<file path="config.mk">
export PLATFORM = sky130hd
export DESIGN_NAME = pb_tile_lookup
export DESIGN_NICKNAME = d
export VERILOG_FILES = /design/src/rtl/pb_tile_lookup.sv
export SDC_FILE = /design/constraint.sdc
export NUM_CORES = 2
export LEC_CHECK = 0
export CAP_MARGIN = 20
export CORE_MARGIN = 4
export CORE_UTILIZATION = 60
export CTS_CLUSTER_DIAMETER = 100
export DETAILED_ROUTE_END_ITERATION = 10
export GPL_TIMING_DRIVEN = 1
export PLACE_DENSITY_LB_ADDON = 0.2
export SLEW_MARGIN = 40
export SYNTH_ARGS = -nofsm -noshare
export SYNTH_HDL_FRONTEND = slang
export SYNTH_SLANG_ARGS = --single-unit
</file>
<file path="constraint.sdc">
create_clock -name clk_i -period 8.33 [get_ports clk_i]
set_input_delay 1.666 -clock clk_i [delete_from_list [all_inputs] [get_ports clk_i]]
set_output_delay 1.666 -clock clk_i [all_outputs]
set_load 0.05 [all_outputs]
</file>
<file path="src/rtl/pb_tile_lookup.sv">
// pb_tile_lookup: programmable address-range to mesh-tile decoder.
//
// A table of NumRules rules maps address ranges [start, end) onto (x, y)
// tile coordinates. Lookups travel through a two-stage pipeline: stage 1
// holds the address and compares it against every rule, and the output
// stage registers the winning (lowest-index) rule. A registered bitmap
// reports which tiles are targeted by at least one valid rule.
//
// Ports:
//   clk_i, rst_ni             clock, asynchronous active-low reset
//   cfg_req_i / cfg_gnt_o     rule write request / accepted this cycle
//   cfg_idx_i                 rule index to write
//   cfg_valid_i, cfg_start_i, cfg_end_i, cfg_x_i, cfg_y_i   rule contents
//   in_valid_i / in_ready_o   lookup request handshake
//   in_addr_i                 address to decode
//   out_valid_o / out_ready_i lookup result handshake
//   out_hit_o, out_x_o, out_y_o, out_rule_o   result (all zero on a miss)
//   tile_present_o            tile presence bitmap, bit x*MeshY+y
//   stat_hit_o, stat_miss_o   delivered hit/miss counters, saturating
//                             (only with PB_TILE_LOOKUP_STATS_EN defined)
//
// Build option: define PB_TILE_LOOKUP_STATS_EN to add the statistics ports.
module pb_tile_lookup #(
    parameter int MeshX     = 4,
    parameter int MeshY     = 4,
    parameter int NumRules  = 16,
    parameter int AddrWidth = 48,
    localparam int XW = (MeshX > 1) ? $clog2(MeshX) : 1,
    localparam int YW = (MeshY > 1) ? $clog2(MeshY) : 1,
    localparam int IW = (NumRules > 1) ? $clog2(NumRules) : 1
) (
    input  logic                   clk_i,
    input  logic                   rst_ni,
    input  logic                   cfg_req_i,
    output logic                   cfg_gnt_o,
    input  logic [IW-1:0]          cfg_idx_i,
    input  logic                   cfg_valid_i,
    input  logic [AddrWidth-1:0]   cfg_start_i,
    input  logic [AddrWidth-1:0]   cfg_end_i,
    input  logic [XW-1:0]          cfg_x_i,
    input  logic [YW-1:0]          cfg_y_i,
    input  logic                   in_valid_i,
    output logic                   in_ready_o,
    input  logic [AddrWidth-1:0]   in_addr_i,
    output logic                   out_valid_o,
    input  logic                   out_ready_i,
    output logic                   out_hit_o,
    output logic [XW-1:0]          out_x_o,
    output logic [YW-1:0]          out_y_o,
    output logic [IW-1:0]          out_rule_o,
    output logic [MeshX*MeshY-1:0] tile_present_o
`ifdef PB_TILE_LOOKUP_STATS_EN
    ,
    output logic [31:0]            stat_hit_o,
    output logic [31:0]            stat_miss_o
`endif
);

    localparam logic [XW:0] MeshXL = MeshX[XW:0];
    localparam logic [YW:0] MeshYL = MeshY[YW:0];

    // Rule table
    logic [NumRules-1:0]  rule_valid;
    logic [AddrWidth-1:0] rule_start [NumRules];
    logic [AddrWidth-1:0] rule_end   [NumRules];
    logic [XW-1:0]        rule_x     [NumRules];
    logic [YW-1:0]        rule_y     [NumRules];

    // Pipeline state
    logic                 s1_valid;
    logic [AddrWidth-1:0] s1_addr;
    logic                 out_advance;
    logic                 accept;
    logic                 coord_ok;

    logic [NumRules-1:0]  rule_hit;
    logic                 hit_any;
    logic                 found;
    logic [IW-1:0]        hit_idx;

    logic [MeshX*MeshY-1:0] present_next;

    // Handshakes. Writes are only granted with stage 1 empty, so the rule
    // table never changes underneath an address being compared.
    assign out_advance = !out_valid_o || out_ready_i;
    assign cfg_gnt_o   = rst_ni && cfg_req_i && !s1_valid;
    assign in_ready_o  = (!s1_valid || out_advance) && !cfg_gnt_o;
    assign accept      = in_valid_i && in_ready_o;

    // Out-of-mesh coordinates are stored but the rule is forced invalid.
    assign coord_ok = ({1'b0, cfg_x_i} < MeshXL) && ({1'b0, cfg_y_i} < MeshYL);

    always_ff @(posedge clk_i or negedge rst_ni) begin
        if (!rst_ni) begin
            rule_valid <= '0;
            for (int unsigned i = 0; i < NumRules; i++) begin
                rule_start[i] <= '0;
                rule_end[i]   <= '0;
                rule_x[i]     <= '0;
                rule_y[i]     <= '0;
            end
        end else if (cfg_gnt_o) begin
            rule_valid[cfg_idx_i] <= cfg_valid_i && coord_ok;
            rule_start[cfg_idx_i] <= cfg_start_i;
            rule_end[cfg_idx_i]   <= cfg_end_i;
            rule_x[cfg_idx_i]     <= cfg_x_i;
            rule_y[cfg_idx_i]     <= cfg_y_i;
        end
    end

    // Stage 1: address register
    always_ff @(posedge clk_i or negedge rst_ni) begin
        if (!rst_ni) begin
            s1_valid <= 1'b0;
            s1_addr  <= '0;
        end else if (accept) begin
            s1_valid <= 1'b1;
            s1_addr  <= in_addr_i;
        end else if (out_advance) begin
            s1_valid <= 1'b0;
        end
    end

    // Range compare; start >= end can never satisfy both bounds.
    for (genvar gi = 0; gi < NumRules; gi++) begin : g_rule
        assign rule_hit[gi] = rule_valid[gi] &&
                              (s1_addr >= rule_start[gi]) &&
                              (s1_addr <  rule_end[gi]);
    end

    // Lowest matching index wins.
    always_comb begin
        found   = 1'b0;
        hit_idx = '0;
        for (int unsigned i = 0; i < NumRules; i++) begin
            if (rule_hit[i] && !found) begin
                found   = 1'b1;
                hit_idx = IW'(i);
            end
        end
        hit_any = found;
    end

    // Output stage
    always_ff @(posedge clk_i or negedge rst_ni) begin
        if (!rst_ni) begin
            out_valid_o <= 1'b0;
            out_hit_o   <= 1'b0;
            out_x_o     <= '0;
            out_y_o     <= '0;
            out_rule_o  <= '0;
        end else if (out_advance) begin
            out_valid_o <= s1_valid;
            out_hit_o   <= s1_valid && hit_any;
            out_x_o     <= (s1_valid && hit_any) ? rule_x[hit_idx] : '0;
            out_y_o     <= (s1_valid && hit_any) ? rule_y[hit_idx] : '0;
            out_rule_o  <= (s1_valid && hit_any) ? hit_idx : '0;
        end
    end

    // Presence bitmap, rebuilt from the table and registered.
    for (genvar gx = 0; gx < MeshX; gx++) begin : g_px
        for (genvar gy = 0; gy < MeshY; gy++) begin : g_py
            logic [NumRules-1:0] tile_match;
            for (genvar gr = 0; gr < NumRules; gr++) begin : g_pr
                assign tile_match[gr] = rule_valid[gr] &&
                                        (rule_x[gr] == XW'(gx)) &&
                                        (rule_y[gr] == YW'(gy));
            end
            assign present_next[gx*MeshY+gy] = |tile_match;
        end
    end

    always_ff @(posedge clk_i or negedge rst_ni) begin
        if (!rst_ni) begin
            tile_present_o <= '0;
        end else begin
            tile_present_o <= present_next;
        end
    end

`ifdef PB_TILE_LOOKUP_STATS_EN
    always_ff @(posedge clk_i or negedge rst_ni) begin
        if (!rst_ni) begin
            stat_hit_o  <= '0;
            stat_miss_o <= '0;
        end else if (out_valid_o && out_ready_i) begin
            if (out_hit_o) begin
                if (stat_hit_o != '1) stat_hit_o <= stat_hit_o + 32'd1;
            end else begin
                if (stat_miss_o != '1) stat_miss_o <= stat_miss_o + 32'd1;
            end
        end
    end
`endif

endmodule

</file>
==> Word level (Yosys, flattened, before mapping) <==
Cells that the tools add are included.
{ "totals": {"register_bits": 1691, "in_bits": 158, "output_inout_bits": 28, "wordCells": 704} }
{ "classes": {"magnitude_cmp": 37, "n_eq_ne": 96, "muxes": 53, "bitwise": 2, "reduce_logical": 443} }
{ "ops": {"columns": ["op", "count"], "rows": [
  ["$bwmux 768", 2],
  ["$ge 48x48->1", 16],
  ["$lt 48x48->1", 16],
  ["$logic_and 1x1->1", 374],
  ["$reduce_or 16->1", 16],
  ["$demux 48 s4", 1],
  ["$eq 2x2->1 const B", 64],
  ["$bwmux 32", 2],
  ["$eq 2x1->1 const B", 32],
  ["$logic_not 2->1", 32],
  ["$mux 4", 15],
  ["$mux 48", 1],
  ["$mux 1", 20],
  ["$logic_not 1->1", 18],
  ["$bmux 2 s4", 2],
  ["$bwmux 16", 1],
  ["$mux 2", 7],
  ["$ge 5x5->1 const B", 2],
  ["$not 4->5", 2],
  ["$demux 2 s4", 1],
  ["$lt 4x5->1 const B", 1],
  ["$lt 5x1->1 const B", 1],
  ["$demux 1 s4", 1],
  ["$ge 4x1->1 const B", 1],
  ["2 further kinds", 3]
]} }

==> Longest topological paths before layout <==
{ "depth": {"depth_word": 54, "depth_mapped": 18} }

==> Least setup slack after synthesis <==
Ideal clock, no wire load.
{ "synth_path": {"path_kind": "flip-flop to flip-flop", "startpoint": "reg s1_addr[46]", "endpoint": "reg out_x_o[0]", "t_arrival_ns": 4.486, "path_slack_ns": 3.718, "path_stages_with_launch": 15, "n_path_buf": 0, "synth_period_minus_slack_ns": 4.612, "cell_sequence": "dfrtp_1 ha_1 nand4_1 or4_1 or4_1 or4_1 o22ai_1 a211o_2 a21boi_2 nand4_4 or4b_4 nand2b_2 mux2_2 a211oi_1 o31ai_1"} }
{ "synth_via": {"elab_chain_len": 54} }
{ "synth_lines": {"columns": ["element", "line", "rtl"], "rows": [
  ["start, declared", "71", "logic [AddrWidth-1:0] s1_addr;"],
  ["start signal, assigned", "118", "s1_addr <= in_addr_i;"],
  ["$ge 48x48->1", "127", "(s1_addr >= rule_start[gi]) &&"],
  ["$logic_and 1x1->1", "126", "assign rule_hit[gi] = rule_valid[gi] &&"],
  ["$logic_and 1x1->1", "127", null],
  ["$mux 1", "136", "if (rule_hit[i] && !found) begin"],
  ["$logic_not 1->1", "136", null],
  ["$logic_and 1x1->1", "136", null],
  ["$mux 1", "136", null],
  ["$logic_not 1->1", "136", null],
  ["[37 not listed]", null, null],
  ["$mux 1", "136", null],
  ["$logic_not 1->1", "136", null],
  ["$logic_and 1x1->1", "136", null],
  ["$mux 4", "136", null],
  ["$not 4->5 (implied by the code)", "155", "out_x_o <= (s1_valid && hit_any) ? rule_x[hit_idx] : '0;"],
  ["$bmux 2 s4", "155", null],
  ["$mux 2 (implied by the code) (2 in series)", "155", null],
  ["$mux 2 (*)", "155", null],
  ["end signal, assigned", "155", null],
  ["end, declared", "48", "output logic [XW-1:0] out_x_o,"]
]} }
Mark *: on every way between the ends. The rest lies on a longest branch, timed or not. The select of a mux whose other input is x is not followed.
A chain may end at the register's enable or synchronous reset.

==> Worst setup path after layout <==
{ "layout_path": {"startpoint": "reg s1_addr[0]", "endpoint": "reg out_x_o[1]"} }
The elaborated chain is that of the path after synthesis.

==> summary by stage <==
STA
Adding up every negative setup slack in the final design gives 0 ns. For the pin with the worst max-slew slack, the measured transition is approximately 0.99 ns. Setup repair after global routing left no endpoint under its margin. Counting I/O delays and the setup requirement, the final critical path takes ~6.5 ns. For this run, the top clock speed supported by timing is ~150 MHz. The relative max-transition margin is between 30% and 40%.

The count of endpoints failing hold in the final timing report is 0. The clock skew is 0.02986 ns. Dividing the final minimum period by the clock period gives between 70% and 80%. The number of failing setup endpoints in the final timing report is 0. The number of max-slew violations in the final report is 0.

Logic synthesis
After synthesis, the mean cell area works out to slightly below 10 um2. Sequential cells were found to cover about two fifths of the synthesized design area. Ranked by instance count, the synthesized netlist is headed by 1,691 x sky130_fd_sc_hd__dfrtp_1, 1,545 x sky130_fd_sc_hd__inv_1, 1,520 x sky130_fd_sc_hd__ha_1. The total standard cell area after synthesis is between 100,000 and 150,000 um2. In this run the biggest area consumer among cell types represents about two fifths of the synthesized area. For this run, asynchronously set or reset flops after synthesis account for 100.0%. The number of unique standard cell types used by synthesis is 78. The number of synthesized flops with an enable pin is 0. The number of nets in the synthesized netlist is 12,120. Of all cell types, the one taking the most synthesized area is sky130_fd_sc_hd__dfrtp_1. Yosys printed 0 warnings. By area the synthesized netlist is led by sky130_fd_sc_hd__dfrtp_1 42%, sky130_fd_sc_hd__ha_1 19%, sky130_fd_sc_hd__mux2_2 10%, sky130_fd_sc_hd__inv_1 5.7%, sky130_fd_sc_hd__o21ai_0 5.1%. The dominant cell by count in the synthesized netlist is sky130_fd_sc_hd__dfrtp_1. The count of state elements after synthesis is 1,691. The most used flip-flop cell after synthesis is sky130_fd_sc_hd__dfrtp_1. In the synthesized netlist, the number of instances is approximately 10,000.

Power
The power density normalized to cell area is 265.2 nW/um2. VDD sags by at most roughly 0.25 mV. Summed over all cells, the static leakage comes to roughly 55 nW.

Route
The initial detailed-routing violation count is 8,384. The routed design has roughly 340 mm of wire. The post-detailed-route count of antenna-violating nets is 0.

The average detailed-routed wire length per instance is ~26 um. In the routed design, unresolved DRC markers number 0. The first detailed-routing pass took 8 iterations. Across all layers, the routed design uses 82,070 vias. After detailed routing, the number of vias per cell comes to around 6.3.

Setup path
For this run, the slowest stage of the critical path takes around 0.9 ns. Measured in cells, the most critical reg-to-reg path has a length of 15. The type of origin of the critical path is a register. The worst setup path startpoint is s1_addr[0]$_DFFE_PN0P_.

The top fanout value on the critical path is 18. The nature of the critical path endpoint is a register. The critical path is of the reg -> reg type.

The startpoint of the worst-slack reg-to-reg timing path is s1_addr[0]$_DFFE_PN0P_. The required time at the endpoint of the critical path is around 9 ns. Traced cell by cell, the critical path runs through inv_1 -> ha_1 -> nor2b_1 -> o21ai_0 -> a31oi_1 -> o41ai_1 -> a311o_1 -> a21oi_1 -> a211oi_1 -> o21bai_1 -> a211o_1 -> nand2_1 -> mux2_2 -> o2111ai_1 -> o31ai_1. At the worst endpoint, the arrival time is a little over 7 ns.

The slowest stage of the critical path belongs to the cell sky130_fd_sc_hd__o41ai_1.

Status
The flow ran to the end, and the final reports show no timing, DRC or antenna violations.

Place
Summed over all nets, the half-perimeter wirelength after detailed placement is between 200 and 250 mm. The placed instances occupy a cell area of 107,100 um2. Port buffering added 185 buffers. The final weighted congestion in routability-driven placement is between 0.9 and 1.

Die
The total area inside the core boundary comes to 169,100 um2. The initial utilization of the core area, before any placement, comes to 60.29%. From bottom edge to top edge, the die measures ~420 um. The initialized floorplan defines approximately 150 standard-cell rows.

The die covers between 150,000 and 200,000 um2. The top-level port count is between 150 and 200. Measured along the x axis, the die boundary spans 420.2 um.

Clock network
For the worst-skew pair, the clock arrives at the later sink with an insertion delay of roughly 0.85 ns. Clock-pin slew was measured on the worst setup and hold paths at roughly 0.060 ns. The number of clock buffers added by TritonCTS is 186.

Once the clock tree was built, the resizer swapped 0 gates to a different size. The count of hold-fix buffers inserted at cts is 0. The number of setup buffers added after CTS is 0.

The H-tree was split into 4 levels. The clock passes through at most 3 buffers. The number of clock sinks is around 1,700. The root buffer cell is sky130_fd_sc_hd__clkbuf_16.

The TritonCTS clock tree is done.

Global routing
The total congestion overflow is 0. The number of antenna violations at the first check in global routing was between 50 and 60. The number of global-route vias before repair is between 80,000 and 90,000. The largest net degree at the start of global routing is about 130. The global-route wire length before repair is ~500 mm. Global routing consumed, over all layers together, about two fifths of the routing resources.

Worst hold path
Counting instances, the worst hold path has a depth of 1. In this run the most critical hold path is launched from rule_end[384]$_DFFE_PN0P_. In this run the worst hold path is classified as reg -> reg.

Cells and area
In the final design database the tool counted between 10,000 and 15,000 nets. The final standard cell area without fillers is 113,500 um2. After filler insertion, the fill cell instance count of the layout stands at between 10,000 and 15,000. The share of post-route cells with drive strength above 1 is between 10% and 20%. The layout overhead on the synthesized area is 11.30%.

Flow run
The max-cap violation count is 0.
-- cells in the final DEF, fill, tap and decap left out, types with 26 or more instances in the layout --
cell and count:
sky130_fd_sc_hd__clkbuf_8 40, sky130_fd_sc_hd__nor2_1 220, sky130_fd_sc_hd__nand4_1 224, sky130_fd_sc_hd__o22ai_1 103, sky130_fd_sc_hd__clkbuf_1 49, sky130_fd_sc_hd__mux2_2 916
sky130_fd_sc_hd__buf_4 179, sky130_fd_sc_hd__nor2b_1 31, sky130_fd_sc_hd__a31oi_1 26, sky130_fd_sc_hd__a211oi_1 98, sky130_fd_sc_hd__a2111oi_0 30, sky130_fd_sc_hd__dfrtp_2 33
sky130_fd_sc_hd__nand2_1 1091, sky130_fd_sc_hd__clkinv_2 27, sky130_fd_sc_hd__nand3_1 159, sky130_fd_sc_hd__o21ai_0 1044, sky130_fd_sc_hd__nor4_1 61, sky130_fd_sc_hd__clkbuf_16 191
sky130_fd_sc_hd__nand2b_1 64, sky130_fd_sc_hd__inv_1 1545, sky130_fd_sc_hd__o21a_1 26, sky130_fd_sc_hd__nor3_1 119, sky130_fd_sc_hd__nand3b_1 34, sky130_fd_sc_hd__a21o_1 135
sky130_fd_sc_hd__buf_2 42, sky130_fd_sc_hd__clkdlybuf4s50_1 142, sky130_fd_sc_hd__a21oi_1 464, sky130_fd_sc_hd__dfrtp_1 1654, sky130_fd_sc_hd__ha_1 1520, sky130_fd_sc_hd__o211ai_1 47
-- where the power goes --
group | internal [mW] | total (mW) | switching (mW)
clock | 4.97 | 8.46 | 3.49
sequential | 9.93 | 11.2 | 1.24
combinational | 4.14 | 10.5 | 6.32
total | 19.0 | 30.1 | 11.0
-- cell type report --
type	instances	area (um2)	area share [%]
Tap cell	2218	2775	2.446
Clock buffer	279	5500	4.847
Sequential cell	1691	42370	37.34
Antenna cell	23	57.56	0.05072
Timing Repair Buffer	401	3649	3.215
Inverter	1545	5799	5.111
Clock inverter	54	691.9	0.6098
Multi-Input combinational cell	6798	52630	46.38
-- routing by layer --
metal  global-route usage (%)  wire length, um  vias up  part of all wire (%)
met5                        0              139        -                 0.041
met4                    20.48            20520       16                   6.0
met3                    8.424            32670      944                   9.6
met2                    58.20           148600     3594                    44
met1                    51.33           138000    40840                    41
li1                         -                -    36680                     -
-- critical path, delay by kind of cell, from the launching register on --
kind            cells  cell delay [ns]
buf+inv             1             0.65
fa+ha+maj           1             0.49
flops               1             0.85
mux                 1             0.40
simple gates        2             0.53
compound gates     10             3.44
-- sequential cells by signal (all words and copies together), names as in the netlist, 2 cells and up --
signal and count:
rule_end 768, rule_start 768, s1_addr 48, rule_x 32, rule_y 32, rule_valid 16
tile_present_o 16, out_rule_o 4, out_x_o 2, out_y_o 2
-- through the flow --
stage / setup slack (ns) / power [mW] / std cells / util, % / hold WS [ns]
2_1_floorplan: 3.718 / 17.50 / 10440 / - / 0.4712
3_3_place_gp: 2.055 / 20.74 / 12640 / 63.23 / 0.4794
3_5_place_dp: 1.979 / 21.37 / 12650 / 63.35 / 0.4848
4_1_cts: 1.950 / 29.92 / 12980 / 67.01 / 0.4975
5_1_grt: 1.587 / 31.87 / 13000 / 67.09 / 0.5078
6_report: 1.800 / 30.10 / 13010 / 67.11 / 0.5001
-- cell families (layout without fill, tap and decap cells) --
logic type / Yosys count / in the layout / synth area share, %
multiplexers: 930 / 930 / 10.25
other: 0 / 23 / 0
buffers and inverters: 1950 / 2279 / 7.190
flip-flops: 1691 / 1691 / 41.51
AND/OR/NAND/NOR: 2158 / 2158 / 9.882
AO/OA/AOI/OAI: 2190 / 2190 / 12.51
adder cells (fa/ha/maj): 1520 / 1520 / 18.65
-- final timing paths --
path / to / slack, ns
worst max-delay path: out_x_o[1]$_DFFE_PN0P_ / 1.80
worst min register to register: rule_end[384]$_DFFE_PN0P_ / 0.50
worst max register to register: out_x_o[1]$_DFFE_PN0P_ / 1.80
max in group asynchronous: rule_start[659]$_DFFE_PN0P_ / 4.80
worst min-delay path: rule_end[384]$_DFFE_PN0P_ / 0.50
min in group asynchronous: rule_end[340]$_DFFE_PN0P_ / 0.75
Note: power is estimated with default switching activity, not from simulation.
